==> src/rtl/ram_dump_reader_pkg.sv <==
// Shared types and AHB-Lite encodings for the SRAM dump reader.
// Only the transfer kinds this single-word read master ever issues are defined here.
package ram_dump_reader_pkg;

    localparam logic [1:0] HTRANS_IDLE    = 2'b00;
    localparam logic [1:0] HTRANS_NONSEQ  = 2'b10;
    localparam logic [2:0] HSIZE_WORD     = 3'b010;
    localparam logic [2:0] HBURST_SINGLE  = 3'b000;
    localparam logic [3:0] HPROT_DATA_PRV = 4'b0011;

    typedef enum logic [1:0] {
        ST_IDLE  = 2'd0,
        ST_ADDR  = 2'd1,
        ST_DATA  = 2'd2,
        ST_SHIFT = 2'd3
    } state_t;

    // Little-endian lane select: lane 0 is bits [7:0].
    function automatic logic [7:0] byte_lane(input logic [31:0] word, input logic [1:0] idx);
        return word[{idx, 3'b000} +: 8];
    endfunction

endpackage

==> src/rtl/ram_dump_reader_if.sv <==
// Control, AHB-Lite master and byte-stream signals of the dump reader.
// master = reader side, slave = system/bench side.
interface ram_dump_reader_if #(
    parameter int W_ADDR = 32,
    parameter int W_CNT  = 16
) ();

    logic              start;
    logic [W_ADDR-1:0] base_addr;
    logic [W_CNT-1:0]  word_count;
    logic              busy;
    logic              done;
    logic              err;

    logic [1:0]        ahbl_htrans;
    logic [W_ADDR-1:0] ahbl_haddr;
    logic              ahbl_hwrite;
    logic [2:0]        ahbl_hsize;
    logic [2:0]        ahbl_hburst;
    logic [3:0]        ahbl_hprot;
    logic              ahbl_hmastlock;
    logic [31:0]       ahbl_hwdata;
    logic              ahbl_hready;
    logic              ahbl_hresp;
    logic [31:0]       ahbl_hrdata;

    logic [7:0]        out_data;
    logic              out_valid;
    logic              out_ready;

    modport master (
        input  start, base_addr, word_count,
        output busy, done, err,
        output ahbl_htrans, ahbl_haddr, ahbl_hwrite, ahbl_hsize, ahbl_hburst,
        output ahbl_hprot, ahbl_hmastlock, ahbl_hwdata,
        input  ahbl_hready, ahbl_hresp, ahbl_hrdata,
        output out_data, out_valid,
        input  out_ready
    );

    modport slave (
        output start, base_addr, word_count,
        input  busy, done, err,
        input  ahbl_htrans, ahbl_haddr, ahbl_hwrite, ahbl_hsize, ahbl_hburst,
        input  ahbl_hprot, ahbl_hmastlock, ahbl_hwdata,
        output ahbl_hready, ahbl_hresp, ahbl_hrdata,
        input  out_data, out_valid,
        output out_ready
    );

endinterface

==> src/rtl/ram_dump_byte_serialiser.sv <==
// Turns a loaded 32-bit word into four little-endian bytes on a valid/ready stream.
// First byte valid the cycle after load; holds byte while out_rdy_i=0; last_o marks the lane-3 handshake.
module ram_dump_byte_serialiser
    import ram_dump_reader_pkg::*;
(
    input  logic        clk,
    input  logic        rst,
    input  logic        load_i,
    input  logic [31:0] load_dat_i,
    output logic [7:0]  out_dat_o,
    output logic        out_vld_o,
    input  logic        out_rdy_i,
    output logic        last_o
);

    logic [31:0] buf_q, buf_d;
    logic [1:0]  idx_q, idx_d;
    logic        vld_q, vld_d;
    logic        hs;

    assign hs        = vld_q & out_rdy_i;
    assign last_o    = hs & (idx_q == 2'd3);
    assign out_vld_o = vld_q;
    assign out_dat_o = vld_q ? byte_lane(buf_q, idx_q) : 8'h00;

    always_comb begin
        buf_d = buf_q;
        idx_d = idx_q;
        vld_d = vld_q;
        if (load_i) begin
            buf_d = load_dat_i;
            idx_d = 2'd0;
            vld_d = 1'b1;
        end else if (hs) begin
            idx_d = idx_q + 2'd1;
            if (idx_q == 2'd3) begin
                vld_d = 1'b0;
            end
        end
    end

    always_ff @(posedge clk) begin
        if (rst) begin
            buf_q <= 32'h0;
            idx_q <= 2'd0;
            vld_q <= 1'b0;
        end else begin
            buf_q <= buf_d;
            idx_q <= idx_d;
            vld_q <= vld_d;
        end
    end

endmodule

==> src/rtl/ram_dump_reader.sv <==
// Reads word_count words from base_addr over AHB-Lite, one outstanding transfer, and streams them as bytes.
// First NONSEQ one cycle after start; stream stalls hold the engine in SHIFT, bus stalls hold it in ADDR/DATA.
module ram_dump_reader
    import ram_dump_reader_pkg::*;
#(
    parameter int W_ADDR = 32,
    parameter int W_CNT  = 16
) (
    input  logic              clk,
    input  logic              rst,
    ram_dump_reader_if.master bus
);

    state_t            state_q, state_d;
    logic [W_ADDR-1:0] addr_q, addr_d;
    logic [W_CNT-1:0]  rem_q, rem_d;
    logic              err_q, err_d;
    logic              done_q, done_d;
    logic              ser_load;
    logic              ser_last;

    assign bus.busy           = (state_q != ST_IDLE);
    assign bus.done           = done_q;
    assign bus.err            = err_q;
    assign bus.ahbl_htrans    = (state_q == ST_ADDR) ? HTRANS_NONSEQ : HTRANS_IDLE;
    assign bus.ahbl_haddr     = addr_q;
    assign bus.ahbl_hwrite    = 1'b0;
    assign bus.ahbl_hsize     = HSIZE_WORD;
    assign bus.ahbl_hburst    = HBURST_SINGLE;
    assign bus.ahbl_hprot     = HPROT_DATA_PRV;
    assign bus.ahbl_hmastlock = 1'b0;
    assign bus.ahbl_hwdata    = 32'h0;

    always_comb begin
        state_d  = state_q;
        addr_d   = addr_q;
        rem_d    = rem_q;
        err_d    = err_q;
        done_d   = 1'b0;
        ser_load = 1'b0;
        unique case (state_q)
            ST_IDLE: begin
                if (bus.start) begin
                    if (bus.word_count != '0) begin
                        state_d = ST_ADDR;
                        addr_d  = bus.base_addr & ~W_ADDR'(3);
                        rem_d   = bus.word_count;
                        err_d   = 1'b0;
                    end else begin
                        done_d = 1'b1;
                    end
                end
            end
            ST_ADDR: begin
                if (bus.ahbl_hready) begin
                    state_d = ST_DATA;
                end
            end
            ST_DATA: begin
                // An error response spans two cycles; the flag is set on the first and the job ends on the second.
                if (bus.ahbl_hresp) begin
                    err_d = 1'b1;
                end
                if (bus.ahbl_hready) begin
                    if (bus.ahbl_hresp || err_q) begin
                        state_d = ST_IDLE;
                        done_d  = 1'b1;
                    end else begin
                        ser_load = 1'b1;
                        state_d  = ST_SHIFT;
                    end
                end
            end
            ST_SHIFT: begin
                if (ser_last) begin
                    rem_d = rem_q - W_CNT'(1);
                    if (rem_q == W_CNT'(1)) begin
                        state_d = ST_IDLE;
                        done_d  = 1'b1;
                    end else begin
                        addr_d  = addr_q + W_ADDR'(4);
                        state_d = ST_ADDR;
                    end
                end
            end
            default: state_d = ST_IDLE;
        endcase
    end

    always_ff @(posedge clk) begin
        if (rst) begin
            state_q <= ST_IDLE;
            addr_q  <= '0;
            rem_q   <= '0;
            err_q   <= 1'b0;
            done_q  <= 1'b0;
        end else begin
            state_q <= state_d;
            addr_q  <= addr_d;
            rem_q   <= rem_d;
            err_q   <= err_d;
            done_q  <= done_d;
        end
    end

    ram_dump_byte_serialiser u_ser (
        .clk        (clk),
        .rst        (rst),
        .load_i     (ser_load),
        .load_dat_i (bus.ahbl_hrdata),
        .out_dat_o  (bus.out_data),
        .out_vld_o  (bus.out_valid),
        .out_rdy_i  (bus.out_ready),
        .last_o     (ser_last)
    );

endmodule

==> src/flat_wrapper.sv <==
// flat-port wrapper written by rule: the top's interface ports become plain ports
module ram_dump_reader_flat import ram_dump_reader_pkg::*;
#(
    parameter int W_ADDR = 32,
    parameter int W_CNT  = 16
)
  (clk, rst, bus_start, bus_base_addr, bus_word_count, bus_busy, bus_done, bus_err, bus_ahbl_htrans, bus_ahbl_haddr, bus_ahbl_hwrite, bus_ahbl_hsize, bus_ahbl_hburst, bus_ahbl_hprot, bus_ahbl_hmastlock, bus_ahbl_hwdata, bus_ahbl_hready, bus_ahbl_hresp, bus_ahbl_hrdata, bus_out_data, bus_out_valid, bus_out_ready);
  ram_dump_reader_if #(.W_ADDR(W_ADDR), .W_CNT(W_CNT)) bus_i ();
  input  logic clk;
  input  logic rst;
  input wire logic [$bits(bus_i.start)-1:0] bus_start;
  input wire logic [$bits(bus_i.base_addr)-1:0] bus_base_addr;
  input wire logic [$bits(bus_i.word_count)-1:0] bus_word_count;
  output wire logic [$bits(bus_i.busy)-1:0] bus_busy;
  output wire logic [$bits(bus_i.done)-1:0] bus_done;
  output wire logic [$bits(bus_i.err)-1:0] bus_err;
  output wire logic [$bits(bus_i.ahbl_htrans)-1:0] bus_ahbl_htrans;
  output wire logic [$bits(bus_i.ahbl_haddr)-1:0] bus_ahbl_haddr;
  output wire logic [$bits(bus_i.ahbl_hwrite)-1:0] bus_ahbl_hwrite;
  output wire logic [$bits(bus_i.ahbl_hsize)-1:0] bus_ahbl_hsize;
  output wire logic [$bits(bus_i.ahbl_hburst)-1:0] bus_ahbl_hburst;
  output wire logic [$bits(bus_i.ahbl_hprot)-1:0] bus_ahbl_hprot;
  output wire logic [$bits(bus_i.ahbl_hmastlock)-1:0] bus_ahbl_hmastlock;
  output wire logic [$bits(bus_i.ahbl_hwdata)-1:0] bus_ahbl_hwdata;
  input wire logic [$bits(bus_i.ahbl_hready)-1:0] bus_ahbl_hready;
  input wire logic [$bits(bus_i.ahbl_hresp)-1:0] bus_ahbl_hresp;
  input wire logic [$bits(bus_i.ahbl_hrdata)-1:0] bus_ahbl_hrdata;
  output wire logic [$bits(bus_i.out_data)-1:0] bus_out_data;
  output wire logic [$bits(bus_i.out_valid)-1:0] bus_out_valid;
  input wire logic [$bits(bus_i.out_ready)-1:0] bus_out_ready;
  assign bus_i.start = bus_start;
  assign bus_i.base_addr = bus_base_addr;
  assign bus_i.word_count = bus_word_count;
  assign bus_busy = bus_i.busy;
  assign bus_done = bus_i.done;
  assign bus_err = bus_i.err;
  assign bus_ahbl_htrans = bus_i.ahbl_htrans;
  assign bus_ahbl_haddr = bus_i.ahbl_haddr;
  assign bus_ahbl_hwrite = bus_i.ahbl_hwrite;
  assign bus_ahbl_hsize = bus_i.ahbl_hsize;
  assign bus_ahbl_hburst = bus_i.ahbl_hburst;
  assign bus_ahbl_hprot = bus_i.ahbl_hprot;
  assign bus_ahbl_hmastlock = bus_i.ahbl_hmastlock;
  assign bus_ahbl_hwdata = bus_i.ahbl_hwdata;
  assign bus_i.ahbl_hready = bus_ahbl_hready;
  assign bus_i.ahbl_hresp = bus_ahbl_hresp;
  assign bus_i.ahbl_hrdata = bus_ahbl_hrdata;
  assign bus_out_data = bus_i.out_data;
  assign bus_out_valid = bus_i.out_valid;
  assign bus_i.out_ready = bus_out_ready;
  ram_dump_reader #(.W_ADDR(W_ADDR), .W_CNT(W_CNT)) u_core (.clk(clk), .rst(rst), .bus(bus_i));
endmodule
==> config.mk <==
export PLATFORM = sky130hd
export DESIGN_NAME = ram_dump_reader_flat
export DESIGN_NICKNAME = d
export VERILOG_FILES = /design/src/rtl/ram_dump_reader_pkg.sv /design/src/rtl/ram_dump_reader_if.sv /design/src/rtl/ram_dump_byte_serialiser.sv /design/src/rtl/ram_dump_reader.sv /design/src/flat_wrapper.sv
export SDC_FILE = /design/constraint.sdc
export NUM_CORES = 1
export LEC_CHECK = 0
export CORE_ASPECT_RATIO = 0.5
export CORE_MARGIN = 5
export CORE_UTILIZATION = 47
export DETAILED_ROUTE_END_ITERATION = 16
export PLACE_DENSITY = 0.8
export SLEW_MARGIN = 20
export SYNTH_ARGS = -nofsm -noshare
export SYNTH_HDL_FRONTEND = slang
export SYNTH_HIERARCHICAL = 1
export SYNTH_SLANG_ARGS = --single-unit
==> constraint.sdc <==
create_clock -name clk -period 2.5 [get_ports clk]
set_input_delay 0.5 -clock clk [delete_from_list [all_inputs] [get_ports clk]]
set_output_delay 0.5 -clock clk [all_outputs]
set_load 0.01 [all_outputs]
==> results.sh <==
export IMPL_fmax_mhz=420
export IMPL_cts_root_buf="clkbuf_16"
export IMPL_ios=176
export IMPL_grt_start_max_net_pins=81
export IMPL_cp_max_fo=18
export IMPL_syn_avg_cell_area_um2=8.32
export IMPL_clock_sink_count=85
export IMPL_gp_congestion=0.891
export IMPL_fp_coreArea_um2=11600
export IMPL_row_count=28
export IMPL_met3_usage_pct=5.75
export IMPL_r2r_start="u_core/rem_q[0]"
export IMPL_clockPowerShare_pct=19.1
export IMPL_met2_usage_pct=34.7
export IMPL_wl_per_cell_um=16.2
export IMPL_grt_use_total_pct=21.4
export IMPL_finalHoldViolCount=0
export IMPL_worstMarginPinSlew_ns=0.635
export IMPL_hold_path_class="reg -> reg"
export IMPL_antenna_found_initial=0
export IMPL_timing_final_max_slew_violations=0
export IMPL_maxCapViolations=0
export IMPL_insertion_delay_ns=0.34
export IMPL_hp_start="u_core/u_ser/buf_q[17]"
export IMPL_switching_share_pct=41.1
export IMPL_first_iter_violations=330
export IMPL_area_growth_pct=28.2
export IMPL_finalCritPeriodShare_pct=95.3
export IMPL_ys_seq_area_share_pct=30.8
export IMPL_peakVddDrop_mv=0.600
export IMPL_ff2ff_setup_slack_ns=0.16
export IMPL_io_buffers=126
export IMPL_critPathLaunch="u_core/u_ser/idx_q[0]"
export IMPL_p_comb_share_pct=49.0
export IMPL_hpwl_um=11100
export IMPL_dr_total_vias=5336
export IMPL_ys_warnings_count=6
export IMPL_slew_headroom_pct=57.6
export IMPL_grt_pass1_vias=5080
export IMPL_synth_largest_area_cell="dfxtp_1"
export IMPL_yosys_top_cells_area="dfxtp_1 31%, mux2i_1 9.3%, buf_4 6.7%"
export IMPL_critical_path_class="reg -> out"
export IMPL_dieHeight_um=86.6
export IMPL_finalWirelength_um=15400
export IMPL_intPower_uw=3950
export IMPL_ant_nets=0
export IMPL_die_x_um=163
export IMPL_floorplan_die_area_um2=14100
export IMPL_use_met1_pct=27.9
export IMPL_p_total_uw=6690
export IMPL_power_density_nw_per_um2=946
export IMPL_final_setup_tns_ns=0
export IMPL_n_antenna_cell=0
export IMPL_arrival_ns=1.88
export IMPL_grt_busiest_layer="met2"
export IMPL_synth_enable_flop_cells=0
export IMPL_ys_seq_elements=85
export IMPL_cts_made_buffers=9
export IMPL_min_period_ns=2.38
export IMPL_netlist_instances=663
export IMPL_setup_viol=0
export IMPL_cts_htree_levels=3
export IMPL_p_switching_uw=2750
export IMPL_vias_per_cell=5.61
export IMPL_synthFlopType="dfxtp_1"
export IMPL_drc_errors=0
export IMPL_startpoint_type="register"
export IMPL_clkSlewWorstSetupHoldPaths_ns=0.07
export IMPL_skew_ns=0.00947
export IMPL_synth_area_um2=5520
export IMPL_dr_pass1_iters=5
export IMPL_grt_overflow_total=0
export IMPL_p_seq_share_pct=31.9
export IMPL_fillers=1055
export IMPL_leakage_uw=0.00247
export IMPL_synth_cell_types=77
export IMPL_grt_pass1_wl_um=25000
export IMPL_status="complete, no violations"
export IMPL_cts_hold_buf=0
export IMPL_async_reset_ff_share_pct=0
export IMPL_clockBufferDepth=2
export IMPL_synth_top_area_share_pct=30.8
export IMPL_initial_utilization_pct=47.4
export IMPL_fin_nets=878
export IMPL_end_kind="primary output"
export IMPL_drive_gt1_share_pct=10.7
export IMPL_grt_setup_unrepaired="false"
export IMPL_cts_tree="built"
export IMPL_required_ns=2.00
[Yosys cell counts (all sizes together) (17+ instances only)]
cell type and n:
buf 67, a211oi 17, mux2i 51, clkbuf 29
dfxtp 85, inv 17, a21oi 35, o21ai 26
nor2 61, nand2 44, nand3 23, nor3 20
[final timing paths]
kind	to	cells past startpoint
worst max-delay path	bus_out_data[2]	4
worst min-delay path	u_core/u_ser/buf_q[17]	2
worst max register to register	u_core/bus.ahbl_haddr[16]	7
worst min register to register	u_core/u_ser/buf_q[17]	2
[critical path: stages, from the launching register on]
cell and delay, ns:
dfxtp_1 0.35, buf_6 0.24, mux2i_1 0.31, o22ai_1 0.14, clkdlybuf4s50_1 0.50
[stage by stage]
stage                     std cells  util [%]  hold WS (ns)  setup slack [ns]  area [um2]
final                           952      60.8         0.500             0.116        7070
after global routing            952      60.8         0.517           0.00560        7070
after CTS                       951      60.5         0.501            0.0382        7040
after detailed placement        935      58.1         0.482            -0.167        6760
after global placement          935      58.1         0.471            -0.143        6760
after floorplan                 708         -         0.460             0.388        5690
[power by group through the flow]
stage          sequential, uW  combinational (uW)  clock [uW]
5_1_grt                  2190                3590        1370
3_3_place_gp             2130                3130           0
2_1_floorplan            2130                2030           0
3_5_place_dp             2150                3220           0
6_report                 2130                3280        1280
4_1_cts                  2120                3240        1320
[repair_timing]
action,in CTS,in global routing
resized for setup,0,7
buffers inserted,0,1
endpoints found under the setup margin,0,32
[cell type report]
| cell class | instances | area [um2] | area share (%) |
|---|---|---|---|
| Clock buffer | 9 | 225 | 3.18 |
| Multi-Input combinational cell | 510 | 3260 | 46.1 |
| Timing Repair Buffer | 159 | 1560 | 22.0 |
| Sequential cell | 85 | 1700 | 24.1 |
| Inverter | 17 | 63.8 | 0.902 |
| Tap cell | 165 | 206 | 2.92 |
| Clock inverter | 7 | 56.3 | 0.796 |
[cell usage in the layout, fill, tap and decap left out, types with 3 or more instances in the layout]
cell	Yosys	routed
buf_12	1	4
a31oi_1	12	12
and3_1	5	5
a211oi_1	15	15
inv_6	0	4
nand2_1	44	42
nor3_2	3	4
o21ai_0	23	23
o211ai_1	4	4
o31ai_1	9	9
conb_1	2	47
buf_4	49	28
nand4_1	9	9
and2_1	5	5
or2_2	3	3
a21oi_1	35	35
inv_1	17	17
ha_1	10	9
o221a_2	3	3
nor2b_1	13	13
and4_1	5	5
or4_1	4	4
mux2i_1	51	51
o41ai_1	5	5
a311oi_1	4	4
o22ai_1	13	13
dfxtp_1	85	85
o32ai_1	9	9
nor4_1	16	16
nor2_1	60	60
or3_1	5	5
clkdlybuf4s50_1	0	125
clkbuf_16	0	9
nand3_1	23	23
nor3_1	17	16
o21a_1	4	3
[per-layer routing]
layer,share of wire (%),vias up
met5,0,-
met4,2.0,0
met3,8.9,24
met2,46,255
met1,43,2446
li1,-,2611
[sequential cells by signal (all words and copies together) (netlist names)]
signal	count
u_core/bus.ahbl_haddr	30
u_core/bus.done	1
u_core/bus.err	1
u_core/rem_q	16
u_core/state_q	2
u_core/u_ser/buf_q	32
u_core/u_ser/idx_q	2
u_core/u_ser/out_vld_o	1
[cells by family after synthesis]
group	after synthesis	share of synthesized area, %
and+or+nand+nor	230	21.8
AOI/OAI and AO/OA	170	21.6
buffers and inverters	113	13.7
DFF	85	30.8
muxes	53	9.66
adders and majority gates	10	2.27
other	2	0.136
Note: power is estimated with default switching activity, not from simulation.
